<file path="src/rtl/relu_maxpool_2x2_pkg.sv">
// relu_maxpool_2x2 shared types and helpers.
// Sample width, default map size and a signed max.
package relu_maxpool_2x2_pkg;

  localparam int DW_DEF   = 16;
  localparam int FMAP_DEF = 32;
  localparam int POOL_DEF = FMAP_DEF / 2;

  typedef logic signed [DW_DEF-1:0] sample_t;

  function automatic sample_t smax(
    input sample_t a,
    input sample_t b
  );
    return (a > b) ? a : b;
  endfunction

endpackage

</file>
<file path="src/rtl/relu_maxpool_2x2_if.sv">
// relu_maxpool_2x2 stream interface.
// Conv result stream in, pooled stream out.
interface relu_maxpool_2x2_if #(
  parameter int DW = relu_maxpool_2x2_pkg::DW_DEF
);

  logic                 in_valid;
  logic signed [DW-1:0] data_in;
  logic                 out_valid;
  logic signed [DW-1:0] data_out;
  logic                 frame_done;

  modport master (
    output in_valid,
    output data_in,
    input  out_valid,
    input  data_out,
    input  frame_done
  );

  modport slave (
    input  in_valid,
    input  data_in,
    output out_valid,
    output data_out,
    output frame_done
  );

endinterface

</file>
<file path="src/rtl/relu_maxpool_2x2_pool_row_buffer.sv">
// Half-row store of horizontal pair maxima.
// One comb-addressed read port, one sync write port.
module pool_row_buffer
  import relu_maxpool_2x2_pkg::*;
#(
  parameter int DEPTH = POOL_DEF,
  parameter int DW    = DW_DEF,
  parameter int AW    = (DEPTH > 1) ? $clog2(DEPTH) : 1
) (
  input  logic                 clk,
  input  logic                 we_i,
  input  logic [AW-1:0]        addr_i,
  input  logic signed [DW-1:0] wdata_i,
  output logic signed [DW-1:0] rdata_o
);

  logic signed [DW-1:0] mem_q [DEPTH];

  assign rdata_o = mem_q[addr_i];

  // Contents need no reset: every entry is written before it is read.
  always_ff @(posedge clk) begin
    if (we_i) begin
      mem_q[addr_i] <= wdata_i;
    end
  end

endmodule

</file>
<file path="src/rtl/relu_maxpool_2x2.sv">
// ReLU + 2x2 stride-2 max-pool on the conv result stream.
// Even rows fill the half-row buffer, odd rows emit.
module relu_maxpool_2x2
  import relu_maxpool_2x2_pkg::*;
#(
  parameter int double_word_length = DW_DEF,
  parameter int fmap_size          = FMAP_DEF,
  parameter int cnt_length         = 8
) (
  input  logic                clk,
  input  logic                rst,
  relu_maxpool_2x2_if.slave   bus
);

  localparam int HALF = fmap_size / 2;
  localparam int AW   = (HALF > 1) ? $clog2(HALF) : 1;
  localparam logic [cnt_length-1:0] LAST =
    cnt_length'(fmap_size - 1);

  logic [cnt_length-1:0] row_q, row_d;
  logic [cnt_length-1:0] col_q, col_d;
  logic [cnt_length-1:0] col_half;
  logic [AW-1:0]         addr;

  sample_t pair_q;
  sample_t data_out_q;
  sample_t hmax;
  sample_t vmax;
  sample_t buf_rd;

  logic out_valid_q;
  logic frame_done_q;
  logic wr_en;
  logic emit;
  logic last_col;
  logic last_row;

  pool_row_buffer #(
    .DEPTH (HALF),
    .DW    (double_word_length),
    .AW    (AW)
  ) u_buf (
    .clk     (clk),
    .we_i    (wr_en),
    .addr_i  (addr),
    .wdata_i (hmax),
    .rdata_o (buf_rd)
  );

  // Position decode, pair/column maxima and counter next-state.
  always_comb begin
    last_col = (col_q == LAST);
    last_row = (row_q == LAST);
    col_half = col_q >> 1;
    addr     = col_half[AW-1:0];
    hmax     = smax(pair_q, bus.data_in);
    vmax     = smax(buf_rd, hmax);
    wr_en    = bus.in_valid & ~row_q[0] & col_q[0];
    emit     = bus.in_valid & row_q[0] & col_q[0];
    col_d    = col_q;
    row_d    = row_q;
    if (bus.in_valid) begin
      if (last_col) begin
        col_d = '0;
        row_d = last_row ? '0 : row_q + 1'b1;
      end else begin
        col_d = col_q + 1'b1;
      end
    end
  end

  // Counters, pair latch and registered pooled output.
  always_ff @(posedge clk or negedge rst) begin
    if (!rst) begin
      row_q        <= '0;
      col_q        <= '0;
      pair_q       <= '0;
      out_valid_q  <= 1'b0;
      frame_done_q <= 1'b0;
      data_out_q   <= '0;
    end else begin
      row_q        <= row_d;
      col_q        <= col_d;
      out_valid_q  <= emit;
      frame_done_q <= emit & last_row & last_col;
      if (bus.in_valid & ~col_q[0]) begin
        pair_q <= bus.data_in;
      end
      if (emit) begin
        data_out_q <= vmax[double_word_length-1] ? '0 : vmax;
      end
    end
  end

  assign bus.out_valid  = out_valid_q;
  assign bus.data_out   = data_out_q;
  assign bus.frame_done = frame_done_q;

endmodule
</file>
<file path="src/flat_wrapper.sv">
// flat-port wrapper written by rule: the top's interface ports become plain ports
module relu_maxpool_2x2_flat import relu_maxpool_2x2_pkg::*;
#(
  parameter int double_word_length = DW_DEF,
  parameter int fmap_size          = FMAP_DEF,
  parameter int cnt_length         = 8
)
  (clk, rst, bus_in_valid, bus_data_in, bus_out_valid, bus_data_out, bus_frame_done);
  relu_maxpool_2x2_if bus_i ();
  input  logic clk;
  input  logic rst;
  input wire logic [$bits(bus_i.in_valid)-1:0] bus_in_valid;
  input wire logic [$bits(bus_i.data_in)-1:0] bus_data_in;
  output wire logic [$bits(bus_i.out_valid)-1:0] bus_out_valid;
  output wire logic [$bits(bus_i.data_out)-1:0] bus_data_out;
  output wire logic [$bits(bus_i.frame_done)-1:0] bus_frame_done;
  assign bus_i.in_valid = bus_in_valid;
  assign bus_i.data_in = bus_data_in;
  assign bus_out_valid = bus_i.out_valid;
  assign bus_data_out = bus_i.data_out;
  assign bus_frame_done = bus_i.frame_done;
  relu_maxpool_2x2 #(.double_word_length(double_word_length), .fmap_size(fmap_size), .cnt_length(cnt_length)) u_core (.clk(clk), .rst(rst), .bus(bus_i));
endmodule
</file>
<file path="config.mk">
export PLATFORM = sky130hd
export DESIGN_NAME = relu_maxpool_2x2_flat
export DESIGN_NICKNAME = d
export VERILOG_FILES = /design/src/rtl/relu_maxpool_2x2_pkg.sv /design/src/rtl/relu_maxpool_2x2_if.sv /design/src/rtl/relu_maxpool_2x2_pool_row_buffer.sv /design/src/rtl/relu_maxpool_2x2.sv /design/src/flat_wrapper.sv
export SDC_FILE = /design/constraint.sdc
export NUM_CORES = 1
export LEC_CHECK = 0
export CAP_MARGIN = 20
export CORE_MARGIN = 2
export CORE_UTILIZATION = 66
export CTS_CLUSTER_SIZE = 20
export DETAILED_ROUTE_END_ITERATION = 8
export HOLD_SLACK_MARGIN = 0.02
export PLACE_DENSITY = 0.85
export SYNTH_ARGS = -nofsm -noshare
export SYNTH_HDL_FRONTEND = slang
export SYNTH_SLANG_ARGS = --single-unit
</file>
<file path="constraint.sdc">
create_clock -name clk -period 12.95 [get_ports clk]
set_input_delay 3.2375 -clock clk [delete_from_list [all_inputs] [get_ports clk]]
set_output_delay 3.2375 -clock clk [all_outputs]
set_load 0.005 [all_outputs]
</file>
# Word-level counts from Yosys, hierarchy flattened
# Memories as Yosys holds them, arrays and structs flattened.
# Index checks and enable logic that the tools add are counted.
[totals]
register_bits = 50
output_inout_bits = 18
n_memories = 1
mem_bits_rw = 256
inputBits = 19
word_cells = 30
[op_classes]
order_cmp = 2
n_eq_ne = 2
n_addsub = 2
reduce_logical = 1
mux = 7
bitwise_logic = 9
[mem_list]
columns = ["memory", "depth", "word_bits", "rd", "rd_clocked_by_memory_dff", "wr", "line", "rtl"]
rows = [
  ["u_core.u_buf.mem_q", 16, 16, 1, 0, 1, "relu_maxpool_2x2_pool_row_buffer.sv:17", "logic signed [DW-1:0] mem_q [DEPTH];"],
]
[ops]
columns = ["op", "count"]
rows = [
  ["$gt 16x16->1", 2],
  ["$mux 16", 2],
  ["$add 8x1->8 const B", 2],
  ["$eq 8x5->1 const B", 2],
  ["$mux 8", 2],
  ["$mux 15", 1],
  ["$and 1x1->1", 7],
  ["$mux 1", 2],
  ["$not 1->1", 2],
  ["$reduce_and 2->1", 1],
]

# Logic depth before layout (Yosys ltp)
# Gate-level depths: netlist of the first run.
[logic_depth]
word_depth = 5
depth_mapped = 21
ltp_nobuf = 19

# By module
# Synthesis of the first run repeated with hierarchy kept, for this count alone.
[unflattened]
hier_cells = 770
hier_area_um2 = 12939.9
[by_module_without_submodules]
columns = ["mod", "instances", "area_each_um2", "cells_per_inst"]
rows = [
  ["pool_row_buffer", 1, 9703.1, 418],
  ["relu_maxpool_2x2", 1, 3236.9, 352],
]

# Worst setup path after synthesis of the first run
# No wires, ideal clock.
[synth_path]
path_kind = "input -> register"
from = "in bus_data_in[15]"
to = "reg u_core.data_out_q[2] (netlist: u_core.bus.data_out[2])"
stages = 18
required_time_ps = 12824
path_slack_ps = 5626
arrival_ps = 7198
setup_time_ps = 126
path_cell_list = "inv_1 ha_1 nand4_2 or4_1 a21o_1 nand3_1 o211ai_2 clkbuf_1 o21ai_0 ha_1 inv_1 a21oi_1 and2_1 o311a_1 o21ai_2 and2_4 buf_6 a221o_1"
[synth_via]
elab_chain_cells = 5
[synth_rtl]
columns = ["item", "line", "rtl"]
rows = [
  ["start, declared", "flat_wrapper.sv:13", "input wire logic [$bits(bus_i.data_in)-1:0] bus_data_in;"],
  ["$gt 16x16->1", "relu_maxpool_2x2_pkg.sv:15", "return (a > b) ? a : b;"],
  ["$mux 16", "relu_maxpool_2x2_pkg.sv:15", ""],
  ["net u_core.hmax[0]", "relu_maxpool_2x2.sv:27", "sample_t hmax;"],
  ["$gt 16x16->1", "relu_maxpool_2x2_pkg.sv:15", ""],
  ["$mux 16", "relu_maxpool_2x2_pkg.sv:15", ""],
  ["$mux 15", "relu_maxpool_2x2.sv:90", "data_out_q <= vmax[double_word_length-1] ? '0 : vmax;"],
  ["end signal, assigned", "relu_maxpool_2x2.sv:90", ""],
  ["end, declared", "relu_maxpool_2x2.sv:26", "sample_t data_out_q;"],
]
# The timed path passes the listed nets, and every way through them passes these cells.
# A chain may end at the register's enable or synchronous reset.

# Final worst setup path of the first run
# Ends and elaborated chain as after synthesis.

==> results of run 1 <==
sequential cells by signal, indices dropped and copies added (netlist names):
signal / count
u_core.bus.data_out: 15
u_core.bus.frame_done: 1
u_core.bus.out_valid: 1
u_core.col_q: 8
u_core.pair_q: 16
u_core.row_q: 8
u_core.u_buf.mem_q: 256
metal layers:
| layer | vias to the layer above | wire length [um] |
|---|---|---|
| met5 | - | 0 |
| met4 | 0 | 1180 |
| met3 | 100 | 3270 |
| met2 | 566 | 15800 |
| met1 | 3988 | 11800 |
| li1 | 3252 | - |
per-stage QoR:
step / setup slack, ns / hold slack, ns / power [mW]
final: 4.79 / 0.471 / 3.32
after global routing: 4.55 / 0.502 / 3.44
after CTS: 4.88 / 0.470 / 3.30
after detailed placement: 4.32 / 0.462 / 2.38
after global placement: 4.42 / 0.456 / 2.31
after floorplan: 5.63 / 0.438 / 2.08
worst reg2reg max path: cells and delay by family, from the launching register on:
| kind | cells | cell delay, ns |
|---|---|---|
| fa+ha+maj | 2 | 0.59 |
| mux | 1 | 0.51 |
| flops | 1 | 0.41 |
| simple gates | 4 | 1.31 |
| compound gates | 9 | 1.89 |
| buf+inv | 2 | 0.52 |
final cells by class:
class | instances | area (um^2) | area share
flip-flops and latches | 305 | 8920 | 0.597
inverters | 40 | 150 | 0.0100
clock inverters | 18 | 225 | 0.0151
well taps | 265 | 332 | 0.0222
multi-input cells | 419 | 3970 | 0.266
clock buffers | 37 | 798 | 0.0534
repair buffers | 59 | 549 | 0.0368
path summary, 6_finish.rpt:
path                                               startpoint                                 end  slack (ns)  depth (start not counted)
max in group asynchronous                                 rst         u_core.col_q[1]$_DFFE_PN0P_        9.90                          2
worst max register to register  u_core.pair_q[15]$_DFFE_PN0P_  u_core.bus.data_out[2]$_DFFE_PN0P_        7.60                         18
worst min-delay path              u_core.row_q[4]$_DFFE_PN0P_         u_core.row_q[4]$_DFFE_PN0P_        0.47                          1
min in group asynchronous                                 rst         u_core.row_q[1]$_DFFE_PN0P_        2.55                          1
worst max-delay path                          bus_data_in[15]  u_core.bus.data_out[2]$_DFFE_PN0P_        4.79                         20
worst min register to register    u_core.row_q[4]$_DFFE_PN0P_         u_core.row_q[4]$_DFFE_PN0P_        0.47                          1
power by group:
| group | leakage (nW) | internal (mW) | switching [mW] | total, mW |
|---|---|---|---|---|
| combinational | 1.82 | 0.472 | 0.649 | 1.12 |
| clock | 0.497 | 0.536 | 0.365 | 0.901 |
| sequential | 2.91 | 1.22 | 0.0704 | 1.29 |
| total | 5.22 | 2.23 | 1.08 | 3.32 |
cells in the final DEF, fill, tap and decap left out, types with 6 or more instances in the layout:
cell             instances
dfrtp_1                 47
nand2_1                 77
mux4_2                  79
nor3_2                   6
mux2i_1                 12
clkbuf_1                 6
clkdlybuf4s50_1         34
edfxtp_1               256
nand4_1                 12
a31oi_1                 14
o211ai_1                16
o21ai_0                 28
nor2_1                  27
nand3_1                 24
buf_4                   21
inv_1                   39
clkbuf_16               31
xnor2_1                  9
ha_1                    33
a21oi_1                 24
logic make-up (layout without fill, tap and decap cells):
kind of cell	Yosys count	in the layout	synth area share
xor+xnor	9	9	0.00598
mux	96	96	0.148
other cells	1	1	0.000284
compound gates	100	100	0.0476
fa+ha+maj	34	34	0.0321
flops	305	305	0.676
buf+inv	81	154	0.0253
simple gates	179	179	0.0642
==> impl_metrics.env, run 1 <==
export IMPL_rsz0062_at_grt="false"
export IMPL_synth_top_cell_area_share=0.583
export IMPL_grt_use_met1=0.414
export IMPL_routedWlPerCell_um=28.0
export IMPL_drt_iter0_drc=1007
export IMPL_die_w_um=145
export IMPL_ir_worst_vdd_mv=0.129
export IMPL_syn_area_um2=13200
export IMPL_port_buffers=35
export IMPL_place_inst=1085
export IMPL_setup_violations_final=0
export IMPL_htree_levels=1
export IMPL_vias=7906
export IMPL_n_antenna_cell=0
export IMPL_async_flop_share=0.161
export IMPL_min_path_type="flip-flop to flip-flop"
export IMPL_ys_seq_elements=305
export IMPL_postCtsSetupRepairBufs=0
export IMPL_hpwl_um=18300
export IMPL_io_pins=37
export IMPL_path_delay_family="compound AO/OA/AOI/OAI gates"
export IMPL_use_met3=0.0588
export IMPL_synthTopCellsByArea="edfxtp_1 (58%), mux4_2 (13%), dfrtp_1 (9.3%)"
export IMPL_gp_congestion=0.931
export IMPL_routed_wl_um=32000
export IMPL_antenna_found_initial=0
export IMPL_clk_latency_ns=0.56
export IMPL_initial_core_util=0.675
export IMPL_drtPass1Iterations=5
export IMPL_slowest_stage="or4_4"
export IMPL_endpoint_kind="flip-flop"
export IMPL_syn_inst=805
export IMPL_avgSynthCellArea_um2=16.4
export IMPL_grt_max_degree=74
export IMPL_p_leak_nw=5.22
export IMPL_critPathRequiredTime_ns=13.39
export IMPL_ant_nets=0
export IMPL_synthFlopType="edfxtp_1"
export IMPL_layout_min_cycle_time_ns=8.16
export IMPL_finClkSkew_ns=0.0160
export IMPL_drc=0
export IMPL_maxSlewViolCount=0
export IMPL_die_area_um2=21100
export IMPL_cts_made_buffers=30
export IMPL_grt_use_total=0.307
export IMPL_slew_headroom=0.236
export IMPL_syn2layout_area_growth_pct=13.3
export IMPL_busiest_layer="met2"
export IMPL_cp_num_buf_inv=4
export IMPL_hold_buffers=0
export IMPL_synth_distinct_cells=53
export IMPL_cts_resized_gates=0
export IMPL_yosys_top_cells_count="edfxtp_1 (256), mux4_2 (79), nand2_1 (77), dfrtp_1 (49), inv_1 (39)"
export IMPL_stdcell_count=1143
export IMPL_powerDensity_nw_per_um2=222
export IMPL_core_um2=19500
export IMPL_yosysTopAreaCell="edfxtp_1"
export IMPL_drive_above_1_share=0.195
export IMPL_rows=51
export IMPL_maxCapViolCount=0
export IMPL_critical_path_class="primary input to flip-flop"
export IMPL_synth_edff_count=256
export IMPL_met2_usage=0.507
export IMPL_fillers=1065
export IMPL_synthesis_nets=857
export IMPL_fin_crit_sh=0.630
export IMPL_critPathMaxFanout=24
export IMPL_yosysMostFrequentCell="edfxtp_1"
export IMPL_status="finished clean"
export IMPL_yosysWarnings=0
export IMPL_clock_sinks=305
export IMPL_timing_fmax_mhz=123
export IMPL_final_nets=907
export IMPL_tritoncts="yes"
export IMPL_postLayoutCellArea_um2=14900
export IMPL_grt_pass1_vias=8041
export IMPL_max_stage_delay_ns=0.58
export IMPL_dieHeight_um=145
export IMPL_crit_path_cell_trace="clkdlybuf4s50_1, inv_1, ha_1, nand4_2, or2_1, or4_4, o211ai_4, buf_4, mux2_2, inv_1, ha_1, a211o_1, o211ai_1, a21oi_1, o21a_1, o22ai_1, o311a_1, o21ai_2, and2_4, a221o_1"
export IMPL_hold_violations=0
export IMPL_overflow=0
export IMPL_clockBufferDepth=3
export IMPL_final_core_util=0.765
export IMPL_root_buffer="clkbuf_16"
export IMPL_final_setup_tns_ns=0
export IMPL_clk_pin_slew_worst_paths_ns=0.06
export IMPL_tightest_slew_ns=1.14
export IMPL_crit_arrival_ns=8.60
export IMPL_grt_pass1_wl_um=48500
export IMPL_cp_start_kind="primary input"
export IMPL_place_area_um2=13900
export IMPL_ys_seq_area_frac=0.676
export IMPL_vias_per_cell=6.92
Power figures use the tool's default switching activity.
==> run 2, diff against run 1 <==
--- a/config.mk
+++ b/config.mk
@@ -7,11 +7,11 @@
 export LEC_CHECK = 0
 export CAP_MARGIN = 20
 export CORE_MARGIN = 2
-export CORE_UTILIZATION = 66
+export CORE_UTILIZATION = 61
 export CTS_CLUSTER_SIZE = 20
 export DETAILED_ROUTE_END_ITERATION = 8
 export HOLD_SLACK_MARGIN = 0.02
-export PLACE_DENSITY = 0.85
+export PLACE_DENSITY = 0.8
 export SYNTH_ARGS = -nofsm -noshare
 export SYNTH_HDL_FRONTEND = slang
 export SYNTH_SLANG_ARGS = --single-unit
==> constraint.sdc (replaced) <==
create_clock -name clk -period 8.2 [get_ports clk]
set_input_delay 2.05 -clock clk [delete_from_list [all_inputs] [get_ports clk]]
set_output_delay 2.05 -clock clk [all_outputs]
set_load 0.005 [all_outputs]
==> run 2 against run 1 <==
Net effect:
- flip-flop and latch count stayed put
- design area is 0.18% higher
- register-to-register slack worse by 4.6 ns
- count of clock-buffer cells in the layout is 1 lower
- cell count is 1.1% higher
==> impl_metrics.env, run 2 (same netlist as run 1, synthesis figures left out) <==
export IMPL_grt_max_degree=55
export IMPL_p_int_mw=3.51
export IMPL_layout_common_cells="edfxtp_1 (256), mux4_2 (79), nand2_1 (77)"
export IMPL_critPathMaxFanout=26
export IMPL_io_pins=37
export IMPL_final_setup_tns_ns=0
export IMPL_clockBufferDepth=3
export IMPL_max_stage_delay_ns=0.59
export IMPL_clk_pin_slew_worst_paths_ns=0.06
export IMPL_root_buffer="clkbuf_16"
export IMPL_hp_start="u_core.row_q[4]$_DFFE_PN0P_"
export IMPL_drt_iter0_drc=829
export IMPL_fillers=1266
export IMPL_critical_path_class="primary input to flip-flop"
export IMPL_cts_made_buffers=31
export IMPL_gp_congestion=0.933
export IMPL_ant_nets=0
export IMPL_syn2layout_area_growth_pct=13.6
export IMPL_p_sw_mw=1.68
export IMPL_drc=0
export IMPL_die_area_um2=22800
export IMPL_layout_min_cycle_time_ns=6.81
export IMPL_status="finished clean"
export IMPL_hold_violations=0
export IMPL_largest_reg_flops=256
export IMPL_dieHeight_um=151
export IMPL_maxCapViolCount=0
export IMPL_rsz0062_at_grt="false"
export IMPL_crit_arrival_ns=7.23
export IMPL_vias_per_cell=6.70
export IMPL_clk_latency_ns=0.56
export IMPL_regArea_um2=8920
export IMPL_grt_use_total=0.284
export IMPL_cts_resized_gates=0
export IMPL_r2r_start="u_core.pair_q[15]$_DFFE_PN0P_"
export IMPL_routed_wl_um=30800
export IMPL_regToRegSetupSlack_ns=3.02
export IMPL_slowest_stage="or4_4"
export IMPL_p_clk_frac=0.275
export IMPL_clock_sinks=305
export IMPL_fin_crit_sh=0.830
export IMPL_port_buffers=35
export IMPL_routedWlPerCell_um=26.7
export IMPL_p_leak_nw=5.23
export IMPL_tightest_slew_ns=1.08
export IMPL_min_path_type="flip-flop to flip-flop"
export IMPL_critPathRequiredTime_ns=8.62
export IMPL_grt_pass1_vias=7960
export IMPL_final_nets=908
export IMPL_core_um2=21100
export IMPL_hold_depth=1
export IMPL_ir_worst_vdd_mv=0.171
export IMPL_die_w_um=151
export IMPL_r2r_end="u_core.bus.data_out[1]$_DFFE_PN0P_"
export IMPL_top_register="u_core.u_buf.mem_q"
export IMPL_vias=7750
export IMPL_hold_path_end="u_core.row_q[4]$_DFFE_PN0P_"
export IMPL_comb_power_share=0.324
export IMPL_antenna_found_initial=0
export IMPL_setup_violations_final=0
export IMPL_maxSlewViolCount=0
export IMPL_htree_levels=1
export IMPL_reg2reg_depth=16
export IMPL_timing_fmax_mhz=147
export IMPL_overflow=0
export IMPL_layout_commonest_cell="edfxtp_1"
export IMPL_slew_headroom=0.276
export IMPL_endpoint_kind="flip-flop"
export IMPL_crit_path_cell_trace="clkdlybuf4s50_1, inv_1, ha_1, nand4_2, or2_1, or4_4, o211ai_4, buf_4, mux2_2, inv_1, ha_1, nand4_1, nor2_1, nand3_1, o311a_1, o21ai_2, and2_4, a31oi_1"
export IMPL_hpwl_um=18000
export IMPL_n_antenna_cell=0
export IMPL_cp_start_kind="primary input"
export IMPL_powerDensity_nw_per_um2=347
export IMPL_finClkSkew_ns=0.0181
export IMPL_initial_core_util=0.625
export IMPL_seqPwrFrac=0.401
export IMPL_multi_input_area_um2=3970
export IMPL_switching_share=0.324
export IMPL_drtPass1Iterations=5
export IMPL_tritoncts="yes"
export IMPL_drive_above_1_share=0.201
export IMPL_postCtsSetupRepairBufs=0
export IMPL_grt_pass1_wl_um=47100
export IMPL_hold_buffers=0
export IMPL_rows=53
export IMPL_totalPowerFinal_mw=5.19
[run 2: power groups by stage]
stage	Clock [mW]	Combinational [mW]	Sequential (mW)
after floorplan	0	1.29	2.00
after global placement	0	1.56	2.10
after detailed placement	0	1.64	2.11
after CTS	1.44	1.66	2.08
after global routing	1.50	1.81	2.10
final	1.43	1.68	2.08
[run 2: metal layers]
metal  GRT usage  part of all wire  vias to the layer above
met5           0                 0                        -
met4       0.100             0.029                        0
met3      0.0533             0.089                       72
met2       0.468              0.50                      470
met1       0.386              0.38                     3961
li1            -                 -                     3247
[run 2: area by class of cell]
class / count / area share
Sequential cell: 305 / 0.596
Multi-Input combinational cell: 419 / 0.265
Clock buffer: 36 / 0.0544
Timing Repair Buffer: 59 / 0.0364
Tap cell: 275 / 0.0230
Clock inverter: 22 / 0.0152
Inverter: 40 / 0.0100
[run 2: stage by stage]
step / setup WS (ns) / utilization / hold WS [ns] / cell area (um^2) / std cells
after floorplan: 2.06 / - / 0.438 / 13200 / 805
after global placement: 1.18 / 0.658 / 0.460 / 13900 / 1095
after detailed placement: 1.01 / 0.658 / 0.460 / 13900 / 1095
after CTS: 1.49 / 0.708 / 0.474 / 14900 / 1153
after global routing: 1.15 / 0.710 / 0.513 / 15000 / 1156
final: 1.39 / 0.710 / 0.476 / 15000 / 1156
[run 2: worst max path at each step]
stage,startpoint,endpoint,slack [ns]
finish,bus_data_in[15],u_core.bus.data_out[1]$_DFFE_PN0P_,1.39
CTS,bus_data_in[15],u_core.bus.data_out[2]$_DFFE_PN0P_,1.49
global route,bus_data_in[15],u_core.bus.data_out[3]$_DFFE_PN0P_,1.15
global placement,bus_data_in[15],u_core.bus.data_out[2]$_DFFE_PN0P_,1.18
floorplan,bus_data_in[15],u_core.bus.data_out[2]$_DFFE_PN0P_,2.06
detailed placement,bus_data_in[15],u_core.bus.data_out[14]$_DFFE_PN0P_,1.01
[run 2: worst max-delay path, delay by kind of cell]
family	cells	cell delay [ns]
multiplexers	1	0.45
buffers and inverters	4	1.07
AO/OA/AOI/OAI	4	1.04
AND/OR/NAND/NOR	7	1.93
adder cells (fa/ha/maj)	2	0.68
==> run 3, diff against run 2 <==
==> constraint.sdc (replaced) <==
create_clock -name clk -period 6.5 [get_ports clk]
set_input_delay 1.625 -clock clk [delete_from_list [all_inputs] [get_ports clk]]
set_output_delay 1.625 -clock clk [all_outputs]
set_load 0.005 [all_outputs]
==> run 3 against run 2 <==
Net effect:
- routed wire length is 2.3% lower
- sequential share of layout area is 0.060 points higher
- first-iteration DRC count is 25% lower
- non-clock buffer count is 8 higher
- utilization is 0.071 points lower
- global-route usage is 1.2 points lower
- via count is 1.8% lower
- count of clock-buffer cells in the layout is 2 lower
- critical path depth stayed put
- register-to-register slack worse by 1.4 ns
- design area is 0.10% lower
- critical endpoint is now u_core.bus.data_out[2]$_DFFE_PN0P_
- largest cell class unchanged
- largest power group unchanged
- highest routed layer unchanged
==> impl_metrics.env, run 3 (same netlist as run 1, synthesis figures left out) <==
export IMPL_critPathMaxFanout=23
export IMPL_vias_per_cell=6.57
export IMPL_layout_min_cycle_time_ns=6.07
export IMPL_grt_pass1_wl_um=45500
export IMPL_final_setup_tns_ns=0
export IMPL_largest_reg_flops=256
export IMPL_finClkSkew_ns=0.0282
export IMPL_drive_above_1_share=0.199
export IMPL_postCtsSetupRepairBufs=0
export IMPL_top_layer_used="met4"
export IMPL_critPathRequiredTime_ns=6.94
export IMPL_antenna_found_initial=0
export IMPL_critical_path_class="primary input to flip-flop"
export IMPL_grt_pass1_vias=7656
export IMPL_clockBufferDepth=3
export IMPL_cp_start_kind="primary input"
export IMPL_dr_wl_met3_um=2200
export IMPL_hpwl_um=18500
export IMPL_layout_commonest_cell="edfxtp_1"
export IMPL_ir_worst_vdd_mv=0.206
export IMPL_drc=0
export IMPL_io_pins=37
export IMPL_regArea_um2=8920
export IMPL_fin_crit_sh=0.934
export IMPL_maxSlewViolCount=0
export IMPL_p_leak_nw=5.23
export IMPL_n_antenna_cell=0
export IMPL_timing_fmax_mhz=165
export IMPL_routed_wl_um=30100
export IMPL_endpoint_kind="flip-flop"
export IMPL_top_register="u_core.u_buf.mem_q"
export IMPL_hold_buffers=0
export IMPL_gp_congestion=0.893
export IMPL_setup_violations_final=0
export IMPL_min_path_type="flip-flop to flip-flop"
export IMPL_crit_arrival_ns=6.51
export IMPL_slew_headroom=0.245
export IMPL_tritoncts="yes"
export IMPL_die_w_um=151
export IMPL_layout_common_cells="edfxtp_1 (256), mux4_2 (79), nand2_1 (77)"
export IMPL_final_core_util=0.709
export IMPL_final_nets=914
export IMPL_place_inst=1105
export IMPL_clk_pin_slew_worst_paths_ns=0.06
export IMPL_tightest_slew_ns=1.13
export IMPL_syn2layout_area_growth_pct=13.4
export IMPL_grt_use_total=0.272
export IMPL_drt_iter0_drc=625
export IMPL_clk_latency_ns=0.56
export IMPL_hold_violations=0
export IMPL_htree_levels=1
export IMPL_rows=53
export IMPL_maxCapViolCount=0
export IMPL_root_buffer="clkbuf_16"
export IMPL_status="finished clean"
export IMPL_grt_max_degree=50
export IMPL_port_buffers=35
export IMPL_met1Wirelength_um=11200
export IMPL_core_um2=21100
export IMPL_stdcell_count=1158
export IMPL_initial_core_util=0.625
export IMPL_powerDensity_nw_per_um2=436
export IMPL_rsz0062_at_grt="false"
export IMPL_drtPass1Iterations=5
export IMPL_vias=7609
export IMPL_overflow=0
export IMPL_ant_nets=0
export IMPL_cts_resized_gates=0
export IMPL_routedWlPerCell_um=26.0
export IMPL_cts_made_buffers=29
export IMPL_clock_sinks=305
export IMPL_die_area_um2=22800
export IMPL_met2_length_um=15700
export IMPL_fillers=1238
export IMPL_multi_input_area_um2=3970
export IMPL_dieHeight_um=151
-- run 3: changes by cell type in the layout (fill, tap and decap cells not counted), sizes merged --
cell	before	now
clkbuf	36	34
clkinvlp	4	3
clkinv	11	8
bufinv	4	5
buf	25	33
inv	43	42
-- run 3: worst paths after layout --
kind                                               startpoint                                 end  slack [ns]  depth (start not counted)
worst max-delay path                          bus_data_in[14]  u_core.bus.data_out[2]$_DFFE_PN0P_        0.43                         18
max in group asynchronous                                 rst         u_core.col_q[1]$_DFFE_PN0P_        5.03                          2
min in group asynchronous                                 rst         u_core.col_q[4]$_DFFE_PN0P_        0.97                          1
worst min register to register    u_core.row_q[4]$_DFFE_PN0P_         u_core.row_q[4]$_DFFE_PN0P_        0.47                          1
worst min-delay path              u_core.row_q[4]$_DFFE_PN0P_         u_core.row_q[4]$_DFFE_PN0P_        0.47                          1
worst max register to register  u_core.pair_q[14]$_DFFE_PN0P_  u_core.bus.data_out[2]$_DFFE_PN0P_        1.65                         16
-- run 3: routing by layer --
metal / track usage / vias up
met2: 0.487 / 421
met1: 0.347 / 3821
met3: 0.0346 / 93
met4: 0.0902 / 0
met5: 0 / -
li1: - / 3274
-- run 3: area by class of cell --
class / count / area share
Clock buffer: 34 / 0.0498
Clock inverter: 18 / 0.0154
Inverter: 40 / 0.0100
Multi-Input combinational cell: 419 / 0.265
Sequential cell: 305 / 0.596
Tap cell: 275 / 0.0230
Timing Repair Buffer: 67 / 0.0400
-- run 3: through the flow --
step / hold slack [ns] / cell area (um^2) / setup WS (ns) / total power, mW
after CTS: 0.476 / 14900 / 0.593 / 6.52
after floorplan: 0.438 / 13200 / 0.789 / 4.15
after global placement: 0.453 / 14000 / 0.260 / 4.64
after global routing: 0.490 / 15000 / 0.249 / 6.78
final: 0.468 / 15000 / 0.427 / 6.52
after detailed placement: 0.463 / 14000 / 0.0518 / 4.77
-- run 3: critical path, stage by stage --
cell,delay [ns]
clkdlybuf4s50_1,0.53
inv_1,0.08
ha_1,0.34
nand4_2,0.16
nor3_1,0.47
o21ai_0,0.35
o211ai_4,0.24
buf_4,0.35
mux2i_1,0.43
ha_1,0.33
o21ai_0,0.17
a21oi_1,0.06
o21a_1,0.20
o22ai_1,0.24
o311a_1,0.23
o21ai_2,0.13
and2_4,0.26
a221o_1,0.31
-- run 3: power by group --
| group | switching [mW] | total (mW) | internal (mW) |
|---|---|---|---|
| sequential | 0.192 | 2.63 | 2.44 |
| combinational | 1.20 | 2.16 | 0.960 |
| clock | 0.713 | 1.73 | 1.02 |
| total | 2.10 | 6.52 | 4.42 |
